## config.mk

```make
export PLATFORM = sky130hd
export DESIGN_NAME = sum5_seq
export DESIGN_NICKNAME = d
export VERILOG_FILES = /design/src/rtl/sum5_seq.sv
export SDC_FILE = /design/constraint.sdc
export NUM_CORES = 1
export LEC_CHECK = 0
export CORE_AREA = 5 5 87 89
export DETAILED_ROUTE_END_ITERATION = 10
export DIE_AREA = 0 0 92 94
export DONT_BUFFER_PORTS = 1
export PLACE_DENSITY_LB_ADDON = 0.05
export SYNTH_ARGS = -nofsm -noshare
export SYNTH_HDL_FRONTEND = slang
export SYNTH_SLANG_ARGS = --single-unit
```

## constraint.sdc

```tcl
create_clock -name clk -period 8.9 [get_ports clk]
set_input_delay 2.67 -clock clk [delete_from_list [all_inputs] [get_ports clk]]
set_output_delay 2.67 -clock clk [all_outputs]
set_load 0.05 [all_outputs]
```

## src/rtl/sum5_seq.sv

```systemverilog
// Sequential 5-source accumulator: walks the enabled mux selects in ascending order and sums
// the mux data into a registered total with a sticky carry-out flag.
module sum5_seq #(
  parameter int unsigned WIDTH = 32
) (
  input  logic             clk,
  input  logic             rst,
  input  logic             start,
  input  logic [4:0]       src_mask,
  input  logic [WIDTH-1:0] mux_out,
  output logic [2:0]       select,
  output logic [WIDTH-1:0] sum,
  output logic             busy,
  output logic             done,
  output logic             overflow
);

  typedef enum logic [1:0] {StIdle, StAcc, StDone} state_e;

  state_e           state_q, state_d;
  logic [4:0]       mask_q, mask_d;
  logic [2:0]       sel_q, sel_d;
  logic [WIDTH-1:0] sum_q, sum_d;
  logic             ovf_q, ovf_d;

  logic [WIDTH:0]   add_full;
  logic             first_found, next_found;
  logic [2:0]       first_idx, next_idx;

  assign add_full = {1'b0, sum_q} + {1'b0, mux_out};

  // Descending scans so the last hit is the lowest qualifying index.
  always_comb begin
    first_found = 1'b0;
    first_idx   = 3'd0;
    next_found  = 1'b0;
    next_idx    = 3'd0;
    for (int i = 4; i >= 0; i--) begin
      if (src_mask[i]) begin
        first_found = 1'b1;
        first_idx   = 3'(i);
      end
      if (mask_q[i] && (i > int'(sel_q))) begin
        next_found = 1'b1;
        next_idx   = 3'(i);
      end
    end
  end

  always_ff @(posedge clk) begin
    if (rst) begin
      state_q <= StIdle;
      mask_q  <= 5'd0;
      sel_q   <= 3'd0;
      sum_q   <= '0;
      ovf_q   <= 1'b0;
    end else begin
      state_q <= state_d;
      mask_q  <= mask_d;
      sel_q   <= sel_d;
      sum_q   <= sum_d;
      ovf_q   <= ovf_d;
    end
  end

  always_comb begin
    state_d = state_q;
    mask_d  = mask_q;
    sel_d   = sel_q;
    sum_d   = sum_q;
    ovf_d   = ovf_q;
    unique case (state_q)
      StIdle: begin
        if (start) begin
          mask_d = src_mask;
          sum_d  = '0;
          ovf_d  = 1'b0;
          if (first_found) begin
            sel_d   = first_idx;
            state_d = StAcc;
          end else begin
            state_d = StDone;
          end
        end
      end
      StAcc: begin
        sum_d = add_full[WIDTH-1:0];
        if (add_full[WIDTH]) ovf_d = 1'b1;
        if (next_found) sel_d = next_idx;
        else            state_d = StDone;
      end
      StDone: begin
        state_d = StIdle;
        sel_d   = 3'd0;
      end
      default: state_d = StIdle;
    endcase
  end

  always_comb begin
    busy     = (state_q == StAcc);
    done     = (state_q == StDone);
    select   = sel_q;
    sum      = sum_q;
    overflow = ovf_q;
  end

endmodule

```

Yosys cells after proc, flatten, opt, wreduce, memory -nomap -nowiden
Cells that the tools add are included.

storage, ports and cells
  bits in registers = 43
  input port bits = 40
  output and inout port bits = 38
  word-level logic and storage cells = 60

operators by class
  $add $sub $neg = 1
  order comparisons = 4
  equality and inequality tests = 7
  muxes and demuxes = 31
  reduce and logical (&&, ||, !) cells = 12

operators by type and width
  kind                                                number
  one-hot mux 32 bit (2 select lines)                 1
  two-way mux 3 bit                                   12
  adder 32 x 32 -> 33 bit                             1
  two-way mux 32 bit                                  1
  two-way mux 1 bit                                   11
  one-hot mux 3 bit (3 select lines)                  1
  > comparator 2 x 3 -> 1 bit (first input constant)  2
  two-way mux 2 bit                                   3
  != test 2 bit (second input constant)               3
  AND reduction 2 bit                                 3
  logical AND 1 bit                                   4
  != test 2 x 1 -> 1 bit (second input constant)      2
  one-hot mux 2 bit (2 select lines)                  1
  AND reduction 4 bit                                 1
  > comparator 1 x 3 -> 1 bit (first input constant)  1
  > comparator 3 bit (first input constant)           1
  AND reduction 3 bit                                 1
  nonzero test 3 bit                                  1
  == test 2 x 1 -> 1 bit (second input constant)      1
  == test 2 bit (second input constant)               1
  zero test 2 bit                                     1
  one-hot mux 1 bit (2 select lines)                  1
  nonzero test 2 bit                                  1

Depth between registers and ports, before layout
Gate-level depths: netlist (run 1).

  depth after elaboration = 8
  gate-level depth with buffers = 12

Worst setup path after synthesis (run 1)
OpenSTA, ideal clock, no wires.

  path type = input -> register
  start = in mux_out[0]
  end = reg sum_q[30], in the netlist sum[30]
  data arrival time = 5.044 ns
  data required time = 8.783 ns
  slack = 3.738 ns
  stages on the path = 12
  buffers on the path = 0
  path through = ha_1 > inv_1 > fa_1 > nand2b_1 > a21o_1 > a2111oi_0 > nor2_1 > a21oi_2 > a211oi_2 > a211oi_1 > o21ai_0 > a32o_1

between the ends
  cells in the longest elaborated chain, start to end = 2

RTL lines
  what                                 RTL line  text
  start, declared                      10        input logic [WIDTH-1:0] mux_out,
  adder 32 x 32 -> 33 bit              30        assign add_full = {1'b0, sum_q} + {1'b0, mux_out};
  one-hot mux 32 bit (2 select lines)  72        unique case (state_q)
  end signal, assigned                 61        sum_q <= sum_d;
  end, declared                        23        logic [WIDTH-1:0] sum_q, sum_d;

Every way passes these cells.
A chain may end at the register's enable or synchronous reset.

Final worst setup path (run 1)
Ends and elaborated chain as after synthesis.

==> qor.csv, run 1 <==
stage;metric;value;unit
logic_synthesis;synthTopCellsByArea;dfxtp_1, ha_1, nand2_1;
routing;final_antenna_net_count;0;
power_and_ir_drop;peakVddDrop;0.00008445;V
clock_tree;clk_path_buf_depth;2;
logic_synthesis;syn_inst;419;
clock_tree;cts_setup_buffers;0;
placed_design;io_buffers;0;
logic_synthesis;synth_top_area_frac;0.2606;
clock_tree;insertion_delay;0.29;ns
routing;drt-pass1-iter-count;4;
logic_synthesis;synth_enable_flop_cells;0;
logic_synthesis;async_reset_ff_frac;0;
clock_tree;holdBufCountCts;0;
placed_design;dp_hpwl;5872;um
clock_tree;h-tree-depth;2;
die;core;6681;um2
global_route;grt_pass1_wl;12770;um
placed_design;gp_routability_congestion;0.8597;
logic_synthesis;syn_area_per_cell;7.701;um2
hold_path;hold_path.class;flip-flop to flip-flop;
routing;dr.first_iter.drc_count;80;
die;chipHeight;94;um
global_route;grt_pass1_vias;2794;
power_and_ir_drop;power.density;159.7;nW/um2
logic_synthesis;synth_top_cell_by_area;dfxtp_1;
cells_and_area;fillCellCount;683;
clock_tree;cts_resized;0;
routing;vias;2857;
global_route;grt_antenna_before_repair;0;
global_route;overflow;0;
power_and_ir_drop;power.total;538.0;uW
timing;drv_slew;0;
timing;finalCritPeriodShare;0.5767;
power_and_ir_drop;p_leak;1.404;nW
run_status;outcome;finished, final reports clean;
setup_path;arrival;5.33;ns
die;initial_core_util;0.4830;
clock_tree;cts-root-buf;clkbuf_8;
cells_and_area;final_cell_area;3369;um2
clock_tree;clk_pin_slew;0.08;ns
routing;wl_per_cell;15.49;um
timing;worst_pin_slew;0.7166;ns
global_route;grt_usage;0.1802;
timing;rsz0062_at_grt;false;
timing;slew_headroom;0.5223;
routing;drc_errors;0;
timing;clock_skew;0.005546;ns
die;die_x;92;um
timing;period_needed;5.133;ns
logic_synthesis;synth.net_count;495;
cells_and_area;fin_nets;488;
routing;routed_wl;7635;um
placed_design;dpl-instance-area;3278;um2
global_route;grt_start_max_net_pins;26;
logic_synthesis;ys_ff_latch;42;
cells_and_area;drive_gt1_frac;0.04600;
logic_synthesis;yosysMostFrequentCell;nand2_1;
timing;fmax;194.8;MHz
setup_path;required;9.09;ns
timing;timing.final.ws_setup;3.767;ns
cells_and_area;syn_to_final_growth;4.420;%
logic_synthesis;yosys-top-cells-count;nand2_1, dfxtp_1, a21oi_1, nor2_1, ha_1;
timing;setup-violations-final;0;
placed_design;dp_slack;3.461;ns
cells_and_area;n_antenna_cell;0;
clock_tree;cts_sinks;42;
die;ios;78;
logic_synthesis;seq_area_frac_synth;0.2606;
setup_path;critPathLaunchType;primary input;
die;rows;30;
timing;hold_violations;0;
logic_synthesis;synth.distinct_cells;50;
clock_tree;cts_tree;yes;
setup_path;cp_max_fo;5;
die;fp.dieArea;8648;um2
setup_path;critPathCaptureType;flip-flop;
logic_synthesis;synthesis.area;3227;um2
routing;avgViaCountPerCell;5.795;
logic_synthesis;yosysWarnings;0;
logic_synthesis;synthFlopType;dfxtp_1;
clock_tree;cts_inserted_buffers;5;
flow_run;drv_cap;0;
setup_path;worstSetupPathType;primary input to flip-flop;
timing;fin_tns_setup;0;ns
==> metal layers <==
| metal | wire length, um | track usage |
|---|---|---|
| met3 | 575 | 0.06410 |
| met2 | 3318 | 0.2950 |
| met4 | 76 | 0.04579 |
| met1 | 3665 | 0.2253 |
| met5 | 0 | 0 |
==> cells in the final DEF (no fill, tap or decap), types with 2 or more instances in the layout <==
cell,synthesis,final
or3_1,2,2
a21o_1,8,8
o211ai_1,2,2
a31oi_1,3,3
o221ai_1,2,2
a22oi_1,10,10
nor2_1,39,39
a311oi_1,2,2
o21ai_1,3,3
xnor2_1,17,17
o21a_1,5,5
o211ai_2,2,2
dfxtp_1,42,42
nand3_1,11,11
and2_1,2,2
a32oi_1,2,2
nand2b_1,11,11
a211oi_1,5,5
a2111oi_0,2,2
nand4_1,6,6
clkbuf_8,0,6
nor2b_1,4,4
nand2_1,61,61
o21bai_1,3,3
o21ai_0,30,30
a41oi_1,2,2
nor3_1,4,4
xor2_1,10,10
ha_1,35,35
a21oi_1,41,41
o31ai_1,2,2
a32o_1,2,2
inv_1,16,16
nand3b_1,2,2
==> power by group <==
| part | switching, mW | internal [mW] |
|---|---|---|
| clock network | 0.0686 | 0.0628 |
| registers | 0.0508 | 0.201 |
| logic | 0.0943 | 0.0600 |
| total | 0.214 | 0.324 |
==> cell families after synthesis <==
logic type,synth area share
xor+xnor,0.07328
fa+ha+maj,0.1419
compound gates,0.2784
mux,0.003489
buf+inv,0.03606
simple gates,0.2063
flops,0.2606
==> through the flow <==
stage                     std cells  utilization  hold WS, ns
after CTS                       493       0.5043       0.4633
final                           493       0.5043       0.4601
after detailed placement        485       0.4906       0.4511
after global placement          485       0.4906       0.4388
after global routing            493       0.5043       0.4955
after floorplan                 419            -       0.4363
==> final cells by class <==
class / count / area [um2] / area share
multi-input combinational: 346 / 2270 / 0.6736
inverter: 16 / 60.06 / 0.01782
clock buffer: 7 / 86.33 / 0.02562
tap: 80 / 100.1 / 0.02971
sequential: 42 / 840.8 / 0.2495
clock inverter: 1 / 5.005 / 0.001485
timing repair buffer: 1 / 7.507 / 0.002228
==> final timing paths <==
path         depth (start not counted)  slack, ns  startpoint         to
min reg2reg                          2       0.46   mask_q[4]  mask_q[4]
min                                  2       0.46   mask_q[4]  mask_q[4]
max reg2reg                         12       5.35      sum[0]    sum[30]
max                                 12       3.77  mux_out[0]    sum[30]
==> critical path, stage by stage <==
cell       delay (ns)
ha_1             0.16
inv_1            0.07
fa_1             0.39
nand2b_1         0.18
a21o_1           0.18
a2111oi_0        0.37
nor2_1           0.18
a21oi_2          0.31
a211oi_2         0.17
a211oi_1         0.28
o21ai_0          0.11
a32o_1           0.26
==> sequential cells by signal, indices dropped and copies added, names as in the netlist <==
name      flops
sum          32
mask_q        4
select        3
state_q       2
overflow      1
(Power assumes the default switching activity.)
==> run 2, diff against run 1 <==
clock period = 4.8 ns   (was 8.9 ns; I/O delays follow)
==> run 2 against run 1 <==
Compared with the run above: clock power rose by 85%; critical path depth did not move; first-iteration DRC count rose by 48%; sequential cell count did not move; clock skew fell by 0.00069 ns; hold slack barely moved; register-to-register slack got worse by 4.1 ns; wire length fell by 0.33%; utilization did not move; critical path type unchanged.
==> qor.csv, run 2 (synthesized netlist as in run 1, its figures left out) <==
stage;metric;value;unit;change
setup_path;timing.reg2reg.setup_slack;1.27;ns;was 5.35 ns
die;ios;78;;unchanged
power_and_ir_drop;peakVddDrop;0.0001608;V;was 0.00008445 V
timing;slew_headroom;0.5402;;was 0.5223
timing;clock_skew;0.004854;ns;was 0.005546 ns
clock_tree;cts_inserted_buffers;5;;unchanged
cells_and_area;seq_area;840.8;um2;unchanged
cells_and_area;drive_gt1_frac;0.04600;;unchanged
global_route;overflow;0;;unchanged
die;fp.dieArea;8648;um2;unchanged
routing;routed.top_layer;met4;;unchanged
timing;fmax;256.6;MHz;
routing;routed_wl;7610;um;was 7635 um
setup_path;required;4.99;ns;was 9.09 ns
timing;fin_tns_setup;0;ns;unchanged
cells_and_area;fillCellCount;681;;was 683
global_route;grt_pass1_wl;12790;um;was 12770 um
clock_tree;holdBufCountCts;0;;unchanged
cells_and_area;final_common_cell;nand2_1;;unchanged
power_and_ir_drop;power.total;995.1;uW;was 538.0 uW
setup_path;r2r-end;sum[30];;unchanged
setup_path;reg2regPathDepth;12;;unchanged
timing;period_needed;3.897;ns;
cells_and_area;fin_nets;488;;unchanged
routing;avgViaCountPerCell;5.734;;was 5.795
routing;met3_wirelength;548;um;was 575 um
cells_and_area;largest_reg_flops;32;;unchanged
flow_run;drv_cap;0;;unchanged
clock_tree;cts-root-buf;clkbuf_8;;unchanged
die;core;6681;um2;unchanged
clock_tree;clk_pin_slew;0.08;ns;about the same
setup_path;crit_chain;ha_1 -> inv_1 -> fa_1 -> nand2b_1 -> a21o_1 -> a2111oi_0 -> nor2_1 -> a21oi_2 -> a211oi_2 -> a211oi_1 -> o21ai_0 -> a32o_1;;unchanged
die;die_x;92;um;unchanged
cells_and_area;n_antenna_cell;0;;unchanged
routing;dr.first_iter.drc_count;118;;was 80
clock_tree;cts_setup_buffers;0;;unchanged
hold_path;whs_path_depth;2;;unchanged
timing;timing.final.ws_setup;0.9030;ns;was 3.767 ns
setup_path;arrival;4.09;ns;was 5.33 ns
routing;drt-pass1-iter-count;4;;unchanged
global_route;grt_start_max_net_pins;26;;unchanged
timing;worst_pin_slew;0.6897;ns;was 0.7166 ns
hold_path;hold_path_end;mask_q[4];;unchanged
setup_path;critical-path-max-stage-delay;0.39;ns;about the same
global_route;grt_usage;0.1804;;was 0.1802
setup_path;r2r_start;sum[0];;unchanged
clock_tree;cts_sinks;42;;unchanged
placed_design;dp_slack;0.5365;ns;was 3.461 ns
placed_design;io_buffers;0;;unchanged
timing;setup-violations-final;0;;unchanged
run_status;outcome;finished, final reports clean;;unchanged
placed_design;gp_routability_congestion;0.8598;;was 0.8597
die;initial_core_util;0.4830;;unchanged
clock_tree;h-tree-depth;2;;unchanged
cells_and_area;multi_input_area;2270;um2;unchanged
global_route;grt_pass1_vias;2803;;was 2794
cells_and_area;final_cell_area;3369;um2;unchanged
clock_tree;clk_path_buf_depth;2;;unchanged
clock_tree;cts_tree;yes;;unchanged
die;rows;30;;unchanged
placed_design;dp_hpwl;5837;um;was 5872 um
routing;drc_errors;0;;unchanged
setup_path;critPathCaptureType;flip-flop;;unchanged
cells_and_area;final_cell_mix;nand2_1, dfxtp_1, a21oi_1;;unchanged
routing;vias;2827;;was 2857
power_and_ir_drop;power.density;295.3;nW/um2;was 159.7 nW/um2
hold_path;hold_start;mask_q[4];;unchanged
clock_tree;insertion_delay;0.29;ns;about the same
routing;wl_met1;3647;um;was 3665 um
setup_path;cp_max_fo;5;;unchanged
routing;wl_per_cell;15.44;um;was 15.49 um
setup_path;critPathLaunchType;primary input;;unchanged
global_route;grt_antenna_before_repair;0;;unchanged
placed_design;dpl-instance-area;3278;um2;unchanged
hold_path;hold_path.class;flip-flop to flip-flop;;unchanged
power_and_ir_drop;p_leak;1.404;nW;unchanged
setup_path;crit_slowest_cell;fa_1;;unchanged
timing;finalCritPeriodShare;0.8119;;
setup_path;worstSetupPathType;primary input to flip-flop;;unchanged
routing;met2_length;3379;um;was 3318 um
cells_and_area;syn_to_final_growth;4.420;%;unchanged
die;chipHeight;94;um;unchanged
routing;final_antenna_net_count;0;;unchanged
clock_tree;cts_resized;0;;unchanged
timing;hold_violations;0;;unchanged
timing;drv_slew;0;;unchanged
timing;rsz0062_at_grt;false;;unchanged
run 2: cell counts in the layout (fill, tap and decap cells not counted):
No cell type changed its count.
run 2: worst max path at each step:
| stage | from | to | slack, ns | depth (start not counted) |
|---|---|---|---|---|
| detailed placement | mux_out[0] | sum[30] | 0.54 | 12 |
| global placement | mux_out[0] | sum[30] | 0.65 | 12 |
| floorplan | mux_out[0] | sum[30] | 0.87 | 12 |
| CTS | mux_out[0] | sum[30] | 0.87 | 12 |
| finish | mux_out[0] | sum[30] | 0.90 | 12 |
| global route | mux_out[0] | sum[30] | 0.59 | 12 |
run 2: layer usage:
metal,vias to the layer above,GRT usage
met5,-,0
met4,0,0.04084
met3,2,0.06651
met2,58,0.2987
met1,1265,0.2236
li1,1502,-
run 2: worst max-delay path: cells and delay by family:
family / cells / cell delay, ns
fa+ha+maj: 2 / 0.55
buf+inv: 1 / 0.06
compound gates: 7 / 1.66
simple gates: 2 / 0.37
run 2: report_power, final:
| group | total (mW) | switching, mW | internal [mW] |
|---|---|---|---|
| Clock | 0.242 | 0.126 | 0.116 |
| Combinational | 0.285 | 0.174 | 0.111 |
| Sequential | 0.468 | 0.0943 | 0.373 |
| Total | 0.995 | 0.394 | 0.601 |
run 2: stage by stage:
stage	util	std cells	hold slack [ns]
floorplan	-	419	0.4363
global placement	0.4906	485	0.4388
detailed placement	0.4906	485	0.4501
CTS	0.5043	493	0.4618
global route	0.5043	493	0.4957
finish	0.5043	493	0.4605
run 2: cell type report:
cell class,count,share of cell area
multi-input combinational,346,0.6736
sequential,42,0.2495
tap,80,0.02971
clock buffer,7,0.02562
inverter,16,0.01782
timing repair buffer,1,0.002228
clock inverter,1,0.001485
==> run 3, diff against run 2 <==
clock period = 3.7 ns   (was 4.8 ns; I/O delays follow)
==> run 3 against run 2 <==
Compared with the run above: hold slack worse by 0.0061 ns; setup slack worse by 0.64 ns; clock skew grew 0.0015 ns; sequential cell count did not move; utilization grew 3.1 points; clock-buffer cell count is 2 lower; final cell count grew 5.1%; critical path depth grew 1; global-route usage rose by 0.88 points; combinational power increased by 57%; register-to-register slack lost 0.56 ns; largest cell class unchanged; largest power group unchanged.
==> qor.csv, run 3 (synthesized netlist as in run 1, its figures left out) <==
stage;metric;value;unit;change
placed_design;place_inst;510;;was 485
cells_and_area;fillCellCount;688;;was 681
timing;worst_pin_slew;0.7101;ns;was 0.6897 ns
setup_path;critPathLaunchType;primary input;;unchanged
setup_path;crit_slowest_cell;fa_1;;unchanged
hold_path;hold_start;mask_q[4];;unchanged
clock_tree;cts_tree;yes;;unchanged
placed_design;gp_routability_congestion;0.8409;;was 0.8598
hold_path;whs_path_depth;2;;unchanged
setup_path;r2r-end;sum[31];;was sum[30]
timing;timing.final.ws_setup;0.2653;ns;was 0.9030 ns
die;initial_core_util;0.4830;;unchanged
routing;avgViaCountPerCell;5.824;;was 5.734
routing;dr.first_iter.drc_count;80;;was 118
global_route;grt_antenna_before_repair;0;;unchanged
setup_path;reg2regPathDepth;11;;was 12
power_and_ir_drop;power.total;1.384;mW;was 995.1 uW
clock_tree;cts-root-buf;clkbuf_8;;unchanged
routing;drc_errors;0;;unchanged
clock_tree;clk_pin_slew;0.09;ns;was 0.08 ns
cells_and_area;largest_reg_flops;32;;unchanged
timing;finalCritPeriodShare;0.9283;;
clock_tree;cts_sinks;42;;unchanged
run_status;outcome;finished, final reports clean;;unchanged
timing;rsz0062_at_grt;false;;unchanged
clock_tree;cts_resized;0;;unchanged
die;fp.dieArea;8648;um2;unchanged
hold_path;hold_path_end;mask_q[4];;unchanged
routing;final_antenna_net_count;0;;unchanged
placed_design;io_buffers;0;;unchanged
cells_and_area;multi_input_area;2270;um2;unchanged
cells_and_area;layout.cells.non_filler;518;;was 493
timing;drv_slew;0;;unchanged
clock_tree;holdBufCountCts;0;;unchanged
die;core;6681;um2;unchanged
timing;slew_headroom;0.5266;;was 0.5402
die;ios;78;;unchanged
routing;vias;3017;;was 2827
setup_path;worstSetupPathType;primary input to flip-flop;;unchanged
clock_tree;cts_inserted_buffers;5;;unchanged
flow_run;drv_cap;0;;unchanged
power_and_ir_drop;p_leak;1.538;nW;was 1.404 nW
timing;setup-violations-final;0;;unchanged
power_and_ir_drop;peakVddDrop;0.0002366;V;was 0.0001608 V
die;chipHeight;94;um;unchanged
setup_path;crit_chain;ha_1 -> inv_1 -> fa_1 -> nand2b_1 -> a21o_1 -> a2111oi_0 -> nor2_1 -> a21oi_2 -> buf_4 -> a41oi_1 -> o221ai_1 -> xnor2_1 -> o21ai_0;;was ha_1 -> inv_1 -> fa_1 -> nand2b_1 -> a21o_1 -> a2111oi_0 -> nor2_1 -> a21oi_2 -> a211oi_2 -> a211oi_1 -> o21ai_0 -> a32o_1
die;rows;30;;unchanged
global_route;grt_pass1_vias;2848;;was 2803
routing;wl_per_cell;15.43;um;was 15.44 um
clock_tree;insertion_delay;0.30;ns;was 0.29 ns
clock_tree;h-tree-depth;2;;unchanged
timing;fmax;291.1;MHz;
setup_path;critPathCaptureType;flip-flop;;unchanged
cells_and_area;seq_area;840.8;um2;unchanged
cells_and_area;syn_to_final_growth;10.93;%;was 4.420%
clock_tree;cts_setup_buffers;0;;unchanged
clock_tree;clk_path_buf_depth;2;;unchanged
routing;drt-pass1-iter-count;4;;unchanged
timing;clock_skew;0.006337;ns;was 0.004854 ns
routing;routed_wl;7994;um;was 7610 um
setup_path;arrival;3.59;ns;was 4.09 ns
power_and_ir_drop;power.density;386.7;nW/um2;was 295.3 nW/um2
cells_and_area;drive_gt1_frac;0.1027;;was 0.04600
hold_path;hold_path.class;flip-flop to flip-flop;;unchanged
setup_path;critical-path-max-stage-delay;0.39;ns;about the same
setup_path;required;3.86;ns;was 4.99 ns
timing;hold_violations;0;;unchanged
placed_design;dp_hpwl;6208;um;was 5837 um
setup_path;cp_max_fo;4;;was 5
setup_path;timing.reg2reg.setup_slack;0.71;ns;was 1.27 ns
placed_design;dp_slack;-0.06569;ns;was 0.5365 ns
timing;period_needed;3.435;ns;
cells_and_area;final_common_cell;nand2_1;;unchanged
global_route;grt_start_max_net_pins;26;;unchanged
cells_and_area;fin_nets;513;;was 488
global_route;grt_pass1_wl;13550;um;was 12790 um
cells_and_area;n_antenna_cell;0;;unchanged
global_route;overflow;0;;unchanged
setup_path;r2r_start;sum[1];;was sum[0]
global_route;grt_usage;0.1892;;was 0.1804
die;die_x;92;um;unchanged
cells_and_area;final_cell_mix;nand2_1, dfxtp_1, a21oi_1;;unchanged
[run 3: changes by cell type in the layout (fill, tap and decap cells not counted)]
cell        before  now
clkbuf_8         6    5
clkinvlp_4       0    2
buf_4            1   26
bufinv_16        0    1
clkinv_2         1    0
clkbuf_1         1    0
[run 3: power by group]
part,switching [mW],internal [mW]
Sequential,0.0732,0.484
Clock,0.179,0.201
Combinational,0.283,0.164
[run 3: worst max-delay path by stage]
stage,from,endpoint,depth (start not counted)
after floorplan,mux_out[0],sum[30],12
after global placement,mux_out[0],sum[26],13
after detailed placement,mux_out[0],sum[26],13
after CTS,mux_out[0],sum[30],12
after global routing,mux_out[0],sum[30],12
final,mux_out[0],sum[26],13
[run 3: layout make-up]
class | count | area share
multi-input cells | 346 | 0.6340
flip-flops and latches | 42 | 0.2349
repair buffers | 26 | 0.05453
well taps | 80 | 0.02796
clock buffers | 5 | 0.01922
inverters | 16 | 0.01678
clock inverters | 3 | 0.01258
[run 3: critical path, delay by kind of cell]
family	cells	cell delay, ns
simple gates	2	0.32
buf+inv	2	0.21
xor+xnor	1	0.15
fa+ha+maj	2	0.53
compound gates	6	1.28
[run 3: metal layers]
layer	up-vias	wire (um)	global-route usage	share of wire
met5	-	0	0	0
met4	0	63	0.04084	0.0079
met3	6	507	0.05849	0.063
met2	72	3569	0.3060	0.45
met1	1392	3854	0.2479	0.48
li1	1547	-	-	-
[run 3: stage by stage]
step / hold slack, ns / TNS, ns / utilization / instance area (um2)
finish: 0.4544 / 0 / 0.5358 / 3580
global route: 0.4751 / 0 / 0.5358 / 3580
floorplan: 0.4363 / 0 / - / 3227
detailed placement: 0.4412 / -0.1237 / 0.5187 / 3466
global placement: 0.4387 / 0 / 0.5187 / 3466
CTS: 0.4542 / 0 / 0.5358 / 3580
